File: src/rtl/control_sequencer_if.sv
// Opcode, step-control and control-word bundle between the SAP-1 sequencer and the datapath or bench.
interface control_sequencer_if;
  logic [3:0] opcode;
  logic       step_en;
  logic       step;
  logic       cp;
  logic       ep;
  logic       lm;
  logic       ce;
  logic       li;
  logic       ei;
  logic       la;
  logic       ea;
  logic       su;
  logic       eu;
  logic       lb;
  logic       lo;
  logic [5:0] tstate;
  logic       halt;

  modport master (
    input  opcode, step_en, step,
    output cp, ep, lm, ce, li, ei, la, ea, su, eu, lb, lo, tstate, halt
  );

  modport slave (
    output opcode, step_en, step,
    input  cp, ep, lm, ce, li, ei, la, ea, su, eu, lb, lo, tstate, halt
  );
endinterface

File: src/rtl/control_sequencer.sv
// SAP-1 controller-sequencer: a six-state one-hot ring (T1..T6) with an opcode decoder.
// It adds sticky halt and edge-triggered single-step control.
//
// state | meaning
// T1    | PC onto bus, MAR load
// T2    | PC increment
// T3    | RAM onto bus, IR load
// T4    | LDA/ADD/SUB: IR address to MAR; OUT: ACC to OUT; HLT: halt sets
// T5    | LDA: RAM to ACC; ADD/SUB: RAM to B
// T6    | ADD/SUB: ALU result to ACC
module control_sequencer (
  input  logic                  clk,
  input  logic                  clr,
  control_sequencer_if.master   bus
);
  localparam logic [3:0] OP_LDA = 4'h0;
  localparam logic [3:0] OP_ADD = 4'h1;
  localparam logic [3:0] OP_SUB = 4'h2;
  localparam logic [3:0] OP_OUT = 4'hE;
  localparam logic [3:0] OP_HLT = 4'hF;

  logic [5:0] tstate_q, tstate_d;
  logic       halt_q, halt_d;
  logic       step_q;
  logic       advance;

  logic cp_w, ep_w, lm_w, ce_w, li_w, ei_w, la_w, ea_w, su_w, eu_w, lb_w, lo_w;
  logic is_lda, is_add, is_sub, is_out, is_hlt;
  logic active, strobe_ok;

  assign is_lda = (bus.opcode == OP_LDA);
  assign is_add = (bus.opcode == OP_ADD);
  assign is_sub = (bus.opcode == OP_SUB);
  assign is_out = (bus.opcode == OP_OUT);
  assign is_hlt = (bus.opcode == OP_HLT);

  // One advance per cycle in free run; in step mode only on a fresh rising step.
  assign advance = !halt_q && (!bus.step_en || (bus.step && !step_q));

  always_ff @(posedge clk or posedge clr) begin
    if (clr) begin
      tstate_q <= 6'b000001;
      halt_q   <= 1'b0;
      step_q   <= 1'b0;
    end else begin
      tstate_q <= tstate_d;
      halt_q   <= halt_d;
      step_q   <= bus.step;
    end
  end

  always_comb begin
    tstate_d = tstate_q;
    halt_d   = halt_q;
    if (advance) begin
      if (tstate_q[3] && is_hlt) begin
        halt_d = 1'b1;
      end else begin
        tstate_d = {tstate_q[4:0], tstate_q[5]};
      end
    end
  end

  always_comb begin
    cp_w = 1'b0; ep_w = 1'b0; lm_w = 1'b0; ce_w = 1'b0;
    li_w = 1'b0; ei_w = 1'b0; la_w = 1'b0; ea_w = 1'b0;
    su_w = 1'b0; eu_w = 1'b0; lb_w = 1'b0; lo_w = 1'b0;
    case (1'b1)
      tstate_q[0]: begin
        ep_w = 1'b1;
        lm_w = 1'b1;
      end
      tstate_q[1]: cp_w = 1'b1;
      tstate_q[2]: begin
        ce_w = 1'b1;
        li_w = 1'b1;
      end
      tstate_q[3]: begin
        lm_w = is_lda || is_add || is_sub;
        ei_w = is_lda || is_add || is_sub;
        ea_w = is_out;
        lo_w = is_out;
      end
      tstate_q[4]: begin
        ce_w = is_lda || is_add || is_sub;
        la_w = is_lda;
        lb_w = is_add || is_sub;
      end
      tstate_q[5]: begin
        la_w = is_add || is_sub;
        su_w = is_sub;
        eu_w = is_add || is_sub;
      end
      default: ;
    endcase
  end

  // Bus enables hold for the whole state; load strobes fire only when the ring moves.
  assign active    = !clr && !halt_q;
  assign strobe_ok = active && advance;

  assign bus.cp     = cp_w & strobe_ok;
  assign bus.lm     = lm_w & strobe_ok;
  assign bus.li     = li_w & strobe_ok;
  assign bus.la     = la_w & strobe_ok;
  assign bus.lb     = lb_w & strobe_ok;
  assign bus.lo     = lo_w & strobe_ok;
  assign bus.ep     = ep_w & active;
  assign bus.ce     = ce_w & active;
  assign bus.ei     = ei_w & active;
  assign bus.ea     = ea_w & active;
  assign bus.su     = su_w & active;
  assign bus.eu     = eu_w & active;
  assign bus.tstate = tstate_q;
  assign bus.halt   = halt_q;
endmodule

File: src/flat_wrapper.sv
// flat-port wrapper written by rule: the top's interface ports become plain ports
module control_sequencer_flat 
  (clk, clr, bus_opcode, bus_step_en, bus_step, bus_cp, bus_ep, bus_lm, bus_ce, bus_li, bus_ei, bus_la, bus_ea, bus_su, bus_eu, bus_lb, bus_lo, bus_tstate, bus_halt);
  control_sequencer_if bus_i ();
  input  logic clk;
  input  logic clr;
  input wire logic [$bits(bus_i.opcode)-1:0] bus_opcode;
  input wire logic [$bits(bus_i.step_en)-1:0] bus_step_en;
  input wire logic [$bits(bus_i.step)-1:0] bus_step;
  output wire logic [$bits(bus_i.cp)-1:0] bus_cp;
  output wire logic [$bits(bus_i.ep)-1:0] bus_ep;
  output wire logic [$bits(bus_i.lm)-1:0] bus_lm;
  output wire logic [$bits(bus_i.ce)-1:0] bus_ce;
  output wire logic [$bits(bus_i.li)-1:0] bus_li;
  output wire logic [$bits(bus_i.ei)-1:0] bus_ei;
  output wire logic [$bits(bus_i.la)-1:0] bus_la;
  output wire logic [$bits(bus_i.ea)-1:0] bus_ea;
  output wire logic [$bits(bus_i.su)-1:0] bus_su;
  output wire logic [$bits(bus_i.eu)-1:0] bus_eu;
  output wire logic [$bits(bus_i.lb)-1:0] bus_lb;
  output wire logic [$bits(bus_i.lo)-1:0] bus_lo;
  output wire logic [$bits(bus_i.tstate)-1:0] bus_tstate;
  output wire logic [$bits(bus_i.halt)-1:0] bus_halt;
  assign bus_i.opcode = bus_opcode;
  assign bus_i.step_en = bus_step_en;
  assign bus_i.step = bus_step;
  assign bus_cp = bus_i.cp;
  assign bus_ep = bus_i.ep;
  assign bus_lm = bus_i.lm;
  assign bus_ce = bus_i.ce;
  assign bus_li = bus_i.li;
  assign bus_ei = bus_i.ei;
  assign bus_la = bus_i.la;
  assign bus_ea = bus_i.ea;
  assign bus_su = bus_i.su;
  assign bus_eu = bus_i.eu;
  assign bus_lb = bus_i.lb;
  assign bus_lo = bus_i.lo;
  assign bus_tstate = bus_i.tstate;
  assign bus_halt = bus_i.halt;
  control_sequencer u_core (.clk(clk), .clr(clr), .bus(bus_i));
endmodule
File: config.mk
export PLATFORM = sky130hd
export DESIGN_NAME = control_sequencer_flat
export DESIGN_NICKNAME = d
export VERILOG_FILES = /design/src/rtl/control_sequencer_if.sv /design/src/rtl/control_sequencer.sv /design/src/flat_wrapper.sv
export SDC_FILE = /design/constraint.sdc
export NUM_CORES = 1
export LEC_CHECK = 0
export BUFFER_PORTS_ARGS = -buffer_cell sky130_fd_sc_hd__buf_2
export CORE_AREA = 2 2 39 41
export CTS_CLUSTER_DIAMETER = 40
export DETAILED_ROUTE_END_ITERATION = 8
export DIE_AREA = 0 0 41 43
export MAX_ROUTING_LAYER = met4
export PLACE_DENSITY = 0.7
export SLEW_MARGIN = 20
export SYNTH_ARGS = -nofsm -noshare
export SYNTH_HDL_FRONTEND = slang
export SYNTH_SLANG_ARGS = --single-unit
export TNS_END_PERCENT = 10
File: constraint.sdc
create_clock -name clk -period 4.9 [get_ports clk]
set_clock_uncertainty 0.2 [all_clocks]
set_input_delay 0.98 -clock clk [delete_from_list [all_inputs] [get_ports clk]]
set_output_delay 0.98 -clock clk [all_outputs]
set_load 0.02 [all_outputs]
==> results.yml, run 1 <==
status:
  status: "completed"
sta:
  hold_viol: 0
  setup_tns_ns: 0
  worst_slew_pin_slew_ns: 0.3658
  rsz0062_at_grt: "false"
  fmax_mhz: 299.6
  max_slew_margin: 0.7562
  period_minus_slack_ns: 3.338
  finalCritPeriodShare: 0.6811
  fin_ws_ns: 1.563
  setup_viol: 0
  drv_slew: 0
worst_setup_path:
  r2r_setup_slack_ns: 3.10
  cp_cell_sequence: "buf_2 -> or4_1 -> nor4_1 -> buf_2"
  rr_worst_depth: 3
  path_buf_inv: 2
  crit_cells: 4
  start_kind: "primary input"
  worst_ep_arrival_time_ns: 2.16
  path_class: "primary input to output pin"
  cp_top_family: "simple AND/OR/NAND/NOR gates"
  crit_path_max_fanout: 6
  endpoint: "bus_ea"
  reg2reg_from: "u_core.bus.tstate[3]"
  cp_common_cell: "buf_2"
  cpMaxStageDelayCell: "or4_1"
  rr_endpoint: "u_core.bus.tstate[3]"
  end_kind: "output pin"
  crit_path_start: "clr"
  cp.required_ns: 3.72
  cpPeakStageDelay_ns: 0.53
synthesis:
  synth_area_leader_cell: "dfrtp_1"
  synth_cell_type_count: 29
  netlist_instances: 57
  synth_area_um2: 558.0
  ys_ff_latch: 8
  seq_area_frac_synth: 0.3610
  synth.area.top_cells: "dfrtp_1 (31%), mux2_2 (10%), a221oi_4 (4.7%), dfstp_2 (4.7%), nor2_1 (4.0%)"
  synthFlopType: "dfrtp_1"
  synthesis.nets: 65
  synthArstFlopShare: 1.000
  synth-edff-count: 0
  synth_top_area_frac: 0.3139
  synth_warnings: 0
  syn_avg_cell_area_um2: 9.790
global_route:
  grt_max_degree: 10
  antenna_found_initial: 0
  gr-total-overflow: 0
  grt_pass1_vias: 419
  grtUsageTotal: 0.1536
  grt_first_pass_wirelength_um: 1725
power:
  cellLeakagePower_uw: 0.0003769
  p_switching_uw: 32.96
  ir_drop_mv: 0.1132
  p_seq_frac: 0.496
  p_per_area_mw_per_mm2: 189.3
  p_clk_frac: 0.395
  swShare: 0.2411
  pwr-share-comb: 0.109
  p_int_uw: 103.7
placement:
  pre_cts_slack_ns: 1.568
  place_area_um2: 695.7
  dp_hpwl_um: 962.3
  gp_congestion: 0.7068
  port_buffers: 26
route:
  post-route-drc-count: 0
  viasPerCell: 5.257
  wl_per_cell_um: 12.15
  num_vias: 531
  firstDrtPassIters: 5
  wl_um: 1227
  ant_nets: 0
  drt_iter0_drc: 13
flow_run:
  maxCapViolations: 0
cts:
  h-tree-depth: 1
  cts_tree: "built"
  post_cts_buffers: 0
  clkTransAtPathRegs_ns: 0.05
  root_buffer: "clkbuf_4"
  hold_buffers: 0
  cts_buffer_depth: 2
  clock_sinks: 8
  ctsResizeCount: 0
  cts-buffers-inserted: 3
  clock_latency_ns: 0.26
floorplan:
  start_util: 0.4033
  coreArea_mm2: 0.001384
  ios: 27
  die_h_um: 43
  row_count: 14
  die_area_mm2: 0.001763
  die_x_um: 41
worst_hold_path:
  hold_class: "register to register"
cells_and_area:
  final_cell_area_um2: 721.9
  nets: 94
  antenna_cells: 0
  area_growth_pct: 29.37
  drive_above_1_share: 0.4706
cells in the final DEF, fill, tap and decap left out, types with 2 or more instances in the layout:
| cell | count |
|---|---|
| dfrtp_1 | 7 |
| nor4_1 | 3 |
| and3_1 | 3 |
| and2_1 | 3 |
| inv_1 | 3 |
| nor2b_1 | 2 |
| buf_2 | 26 |
| nor2_1 | 6 |
| nand3_1 | 2 |
| clkbuf_4 | 3 |
| nand2b_1 | 2 |
| nor3_1 | 2 |
| mux2_2 | 5 |
| or4_1 | 2 |
power groups by stage:
stage                     Clock, uW  Sequential [uW]  Combinational (uW)
after floorplan                   0             69.2                7.54
after global placement            0             69.0                14.8
after detailed placement          0             69.0                15.0
after CTS                      56.4             67.9                15.0
after global routing           59.9             67.9                16.4
final                          53.9             67.9                14.9
cell families after synthesis:
kind of cell | Yosys count | synth area share
AOI/OAI and AO/OA | 7 | 0.1346
xor gates and xnor gates | 1 | 0.01570
buffers and inverters | 5 | 0.04260
DFF | 8 | 0.3610
muxes | 5 | 0.1009
and+or+nand+nor | 31 | 0.3453
layer usage:
layer	GRT usage	vias up	wire (um)
li1	-	265	-
met1	0.1858	242	559
met2	0.2125	22	547
met3	0.03141	2	110
met4	0.1200	0	10
met5	-	-	0
worst reg2reg max path: stages, from the launching register on:
cell and delay, ns:
dfrtp_1 0.45, and3_1 0.23, a221oi_4 0.42, mux2_2 0.38
area by class of cell:
class,count,area (um^2)
tap,16,20.02
multi-input combinational,44,332.8
timing repair buffer,26,130.1
sequential,8,201.4
inverter,3,11.26
fill,147,661.9
clock buffer,4,26.28
metrics by stage:
stage	std cells	total power, uW	util	hold WS (ns)
detailed placement	97	83.99	0.5027	0.3423
CTS	101	139.3	0.5217	0.3566
global placement	97	83.78	0.5027	0.3344
global route	101	144.2	0.5217	0.3937
floorplan	57	76.76	-	0.4292
finish	101	136.7	0.5217	0.3557
state kept, by name (all words and copies together) (netlist names):
register           flops
u_core.bus.tstate      6
u_core.bus.halt        1
u_core.step_q          1
how the worst min path moves through the flow:
stage	cells past startpoint	start	slack (ns)	endpoint
after floorplan	1	u_core.bus.tstate[0]	0.43	u_core.bus.tstate[0]
after global placement	1	u_core.bus.tstate[5]	0.33	u_core.bus.tstate[5]
after detailed placement	1	u_core.bus.tstate[5]	0.34	u_core.bus.tstate[5]
after CTS	1	u_core.bus.tstate[5]	0.36	u_core.bus.tstate[0]
after global routing	1	u_core.bus.tstate[5]	0.39	u_core.bus.tstate[0]
final	1	u_core.bus.tstate[5]	0.36	u_core.bus.tstate[0]
Yosys cell counts, types with 2 or more instances:
cell      count
and2_1        3
mux2_2        5
nor2_1        6
and3_1        3
or4_1         2
nor4_1        3
dfrtp_1       7
nand2b_1      2
nand3_1       2
nor3_1        2
inv_1         3
nor2b_1       2
(Power assumes the default switching activity.)
==> run 2: changes to the inputs <==
Settings changed: CORE_AREA 2 2 39 41 to unset, CORE_MARGIN set to 2, CORE_UTILIZATION set to 43, DIE_AREA 0 0 41 43 to unset, PLACE_DENSITY 0.7 to 0.71.
Clock period 4.9 ns to 3.5 ns, I/O delays scaled along.
==> run 2 against run 1 <==
Effect of this change: via count fell by 1.7%; combinational power up 42%; critical path type unchanged; global-route usage grew 3.1 points; critical endpoint is now bus_su.
==> results.yml, run 2 (synthesis gave the netlist of run 1 again) <==
placement:
  placed_cells: 95
  gp_congestion: 0.7494
  dp_hpwl_um: 954.7
  port_buffers: 26
  place_area_um2: 693.2
cells_and_area:
  drive_above_1_share: 0.4706
  register_area_um2: 201.4
  post-route-util: 0.6223
  area_growth_pct: 28.92
  nets: 94
  antenna_cells: 0
  largest_register_ffs: 6
  final_cell_area_um2: 719.4
  layout_commonest_cell: "buf_2"
  final_cell_mix: "buf_2 (26), dfrtp_1 (7), nor2_1 (6)"
  num-fill-cells: 122
  multi_input_area_um2: 332.8
  stdcell_count: 99
cts:
  cts_tree: "built"
  cts-buffers-inserted: 3
  ctsResizeCount: 0
  cts_buffer_depth: 2
  h-tree-depth: 1
  clock_latency_ns: 0.24
  hold_buffers: 0
  clock_sinks: 8
  clkTransAtPathRegs_ns: 0.05
  post_cts_buffers: 0
  root_buffer: "clkbuf_4"
route:
  ant_nets: 0
  firstDrtPassIters: 3
  wl_per_cell_um: 11.62
  num_vias: 522
  wl_um: 1150
  post-route-drc-count: 0
  drt_iter0_drc: 2
  viasPerCell: 5.273
global_route:
  grtUsageTotal: 0.1841
  gr-total-overflow: 0
  grt_pass1_vias: 428
  antenna_found_initial: 0
  grt_max_degree: 10
  grt_first_pass_wirelength_um: 1925
floorplan:
  start_util: 0.4827
  ios: 27
  coreArea_mm2: 0.001156
  die_x_um: 40.03
  die_area_mm2: 0.001602
  die_h_um: 40.03
  row_count: 12
sta:
  period_minus_slack_ns: 2.761
  setup_tns_ns: 0
  worst_slew_pin_slew_ns: 0.3554
  setup_viol: 0
  drv_slew: 0
  rsz0062_at_grt: "false"
  holdWs_ns: 0.2107
  max_slew_margin: 0.7631
  hold_viol: 0
  finalCritPeriodShare: 0.7890
  fmax_mhz: 362.1
flow_run:
  maxCapViolations: 0
worst_setup_path:
  cp.required_ns: 2.60
  crit_path_max_fanout: 6
  path_class: "primary input to output pin"
  worst_ep_arrival_time_ns: 1.86
  start_kind: "primary input"
  end_kind: "output pin"
power:
  cellLeakagePower_uw: 0.0003769
  p_per_area_mw_per_mm2: 258.6
  ir_drop_mv: 0.1958
worst_hold_path:
  hold_class: "primary input to async pin"
status:
  status: "completed"
[run 2: routing by layer]
metal	track usage	part of all wire	up-vias
met5	-	0	-
met4	0.07759	0	0
met3	0.03333	0.059	0
met2	0.2702	0.46	13
met1	0.2474	0.48	238
li1	-	-	271
[run 2: worst paths after layout]
check / startpoint / slack [ns] / depth (start not counted) / endpoint
setup / recovery: clr / 0.74 / 5 / bus_su
hold / removal: clr / 0.21 / 2 / u_core.bus.tstate[3]
setup reg to reg: u_core.bus.tstate[3] / 1.73 / 3 / u_core.bus.tstate[3]
hold reg to reg: u_core.bus.tstate[5] / 0.37 / 1 / u_core.bus.tstate[0]
max in group asynchronous: clr / 2.61 / 2 / u_core.bus.tstate[0]
min in group clk: u_core.bus.tstate[5] / 0.37 / 1 / u_core.bus.tstate[0]
[run 2: metrics by stage]
stage	power, uW	setup WS (ns)
finish	186.1	0.7386
global route	198.1	0.6791
CTS	190.4	0.7386
floorplan	107.5	0.6436
detailed placement	117.7	0.7342
global placement	117.5	0.7646
[run 2: area by class of cell]
cell class,instances,area share
Clock buffer,4,0.03652
Tap cell,14,0.02435
Inverter,3,0.01565
Sequential cell,8,0.2800
Multi-Input combinational cell,44,0.4626
Timing Repair Buffer,26,0.1809
[run 2: power by group]
part	switching, uW	internal [uW]
logic	13.2	7.83
clock network	26.7	43.3
registers	1.13	93.9
[run 2: worst max-delay path: stages]
cell	delay, ns
buf_2	0.11
or4_1	0.53
nand2b_4	0.20
nor3_1	0.13
buf_2	0.19
==> run 3: changes to the inputs <==
Settings changed: ABC_AREA set to 1, CORE_UTILIZATION 43 to 45, PLACE_DENSITY 0.71 to 0.72.
Clock period 3.5 ns to 2.7 ns, I/O delays scaled along.
==> run 3 against run 2 <==
Effect of this change: flip-flop and latch count stayed put; die area rose by 5.6%; highest routed layer is now met4; register-to-register slack lost 0.35 ns; hold slack got worse by 0.10 ns; via count up 28%.
==> results.yml, run 3 <==
cells_and_area:
  final_cell_area_um2: 795.8
  drive_above_1_share: 0.3770
  nets: 131
  final_cell_mix: "buf_2 (26), nand2_1 (24), nor2_1 (13)"
  num-fill-cells: 141
  layout_commonest_cell: "buf_2"
  area_growth_pct: 28.23
  antenna_cells: 0
  largest_register_ffs: 6
synthesis:
  synth_cell_type_count: 21
  synthArstFlopShare: 1.000
  synth_area_um2: 620.6
  synth_common_cells: "nand2_1 (24), nor2_1 (13), inv_1 (11)"
  netlist_instances: 92
  ys_ff_latch: 8
  syn_avg_cell_area_um2: 6.746
  synth-edff-count: 0
  seq_area_frac_synth: 0.3246
  synth_top_area_frac: 0.2823
  synth.area.top_cells: "dfrtp_1 (28%), nand2_1 (15%), nor2_1 (7.9%), nand3_1 (7.3%), o21bai_1 (7.3%)"
  synthFlopType: "dfrtp_1"
  synth_warnings: 0
  synth_area_leader_cell: "dfrtp_1"
  synthesis.nets: 100
  yosysMostFrequentCell: "nand2_1"
floorplan:
  die_x_um: 41.14
  ios: 27
  die_h_um: 41.14
  start_util: 0.4769
  coreArea_mm2: 0.001301
  row_count: 13
  die_area_mm2: 0.001692
cts:
  clock_sinks: 8
  cts-buffers-inserted: 3
  cts_buffer_depth: 2
  post_cts_buffers: 0
  clkTransAtPathRegs_ns: 0.06
  ctsResizeCount: 0
  root_buffer: "clkbuf_4"
  cts_tree: "built"
  h-tree-depth: 1
  clock_latency_ns: 0.26
  hold_buffers: 0
global_route:
  grt_max_degree: 9
  grt_pass1_vias: 535
  grt_first_pass_wirelength_um: 2283
  antenna_found_initial: 0
  grtUsageTotal: 0.2145
  gr-total-overflow: 0
power:
  p_seq_frac: 0.491
  p_int_uw: 186.3
  p_switching_uw: 59.91
  ir_drop_mv: 0.2243
  p_clk_frac: 0.400
  pwr-share-comb: 0.108
  p_per_area_mw_per_mm2: 309.4
  cellLeakagePower_uw: 0.0004361
  swShare: 0.2434
  p_total_uw: 246.2
route:
  post-route-drc-count: 0
  firstDrtPassIters: 4
  wl_met2_um: 667
  wl_met3_um: 93
  drt-met1-wl_um: 739
  wl_um: 1515
  wl_per_cell_um: 11.06
  highest_layer: "met4"
  num_vias: 666
  viasPerCell: 4.861
  drt_iter0_drc: 14
  ant_nets: 0
sta:
  hold_viol: 0
  drv_slew: 0
  rsz0062_at_grt: "false"
  fmax_mhz: 471.1
  period_minus_slack_ns: 2.123
  finalCritPeriodShare: 0.7862
  worst_slew_pin_slew_ns: 0.2722
  setup_viol: 0
  setup_tns_ns: 0
  max_slew_margin: 0.8186
flow_run:
  maxCapViolations: 0
placement:
  place_area_um2: 769.5
  dp_hpwl_um: 1212
  gp_congestion: 0.8316
  port_buffers: 26
worst_setup_path:
  path_class: "register to output pin"
  cp_top_family: "flip-flops"
  cp.required_ns: 1.96
  cp_common_cell: "nor3_2"
  cp_cell_sequence: "inv_1 -> nor3_2 -> nand2_1 -> nor3_2 -> buf_2"
  start_kind: "register"
  path_buf_inv: 2
  end_kind: "output pin"
  crit_path_max_fanout: 6
  cpPeakStageDelay_ns: 0.41
  cpMaxStageDelayCell: "dfrtp_1"
  worst_ep_arrival_time_ns: 1.38
status:
  status: "completed"
worst_hold_path:
  hold_class: "primary input to async pin"
==> run 3: cell types whose count changed in the layout (fill, tap and decap cells not counted), sizes merged, moves of 4 or more <==
cell    before  now
nor2         6   16
nand2        1   26
and2         4    0
mux2         5    0
o21bai       0    6
inv          3   16
nand3        2   10
==> run 3: power groups by stage <==
stage	registers (uW)	clock network [uW]	logic, uW
global route	121	107	30.4
detailed placement	123	0	26.9
floorplan	123	0	15.1
global placement	123	0	26.3
CTS	121	104	27.0
finish	121	98.6	26.6
==> run 3: logic make-up (layout without fill, tap and decap cells) <==
logic type	Yosys count	in the layout	share of synthesized area
and+or+nand+nor	57	57	0.4456
DFF	8	8	0.3246
buffers and inverters	17	47	0.1129
AOI/OAI and AO/OA	10	10	0.1169
==> run 3: area by class of cell <==
| type | count | area, um^2 | share of cell area |
|---|---|---|---|
| clock buffer | 4 | 26.28 | 0.03302 |
| inverter | 16 | 62.56 | 0.07862 |
| multi-input combinational | 67 | 349.1 | 0.4387 |
| sequential | 8 | 201.4 | 0.2531 |
| tap | 15 | 18.77 | 0.02358 |
| timing repair buffer | 27 | 137.6 | 0.1730 |
==> run 3: metal layers <==
metal  GRT usage  vias to the layer above
met5           -                        -
met4      0.1210                        0
met3     0.01630                        2
met2      0.3203                       26
met1      0.2838                      286
li1            -                      352
==> run 3: path summary, 6_finish.rpt <==
path / slack (ns) / end / depth (start not counted) / start
worst max-delay path: 0.58 / bus_ei / 5 / u_core.bus.tstate[3]
worst min-delay path: 0.11 / u_core.bus.tstate[4] / 3 / clr
worst max register to register: 1.38 / u_core.bus.tstate[1] / 6 / u_core.step_q
worst min register to register: 0.34 / u_core.bus.halt / 2 / u_core.bus.halt
max in group asynchronous: 1.97 / u_core.bus.tstate[0] / 3 / clr
min in group clk: 0.21 / u_core.step_q / 1 / bus_step
==> run 3: through the flow <==
step,utilization,instances,setup WS [ns],hold WS [ns]
floorplan,-,92,0.4763,0.1705
global placement,0.5913,133,0.6240,0.3164
detailed placement,0.5913,133,0.5922,0.3299
CTS,0.6115,137,0.5566,0.09993
global route,0.6115,137,0.4594,0.1274
finish,0.6115,137,0.5772,0.1091
==> run 3: tightest hold or removal path: stages <==
cell and delay (ns):
buf_2 0.10, inv_1 0.09, buf_4 0.18
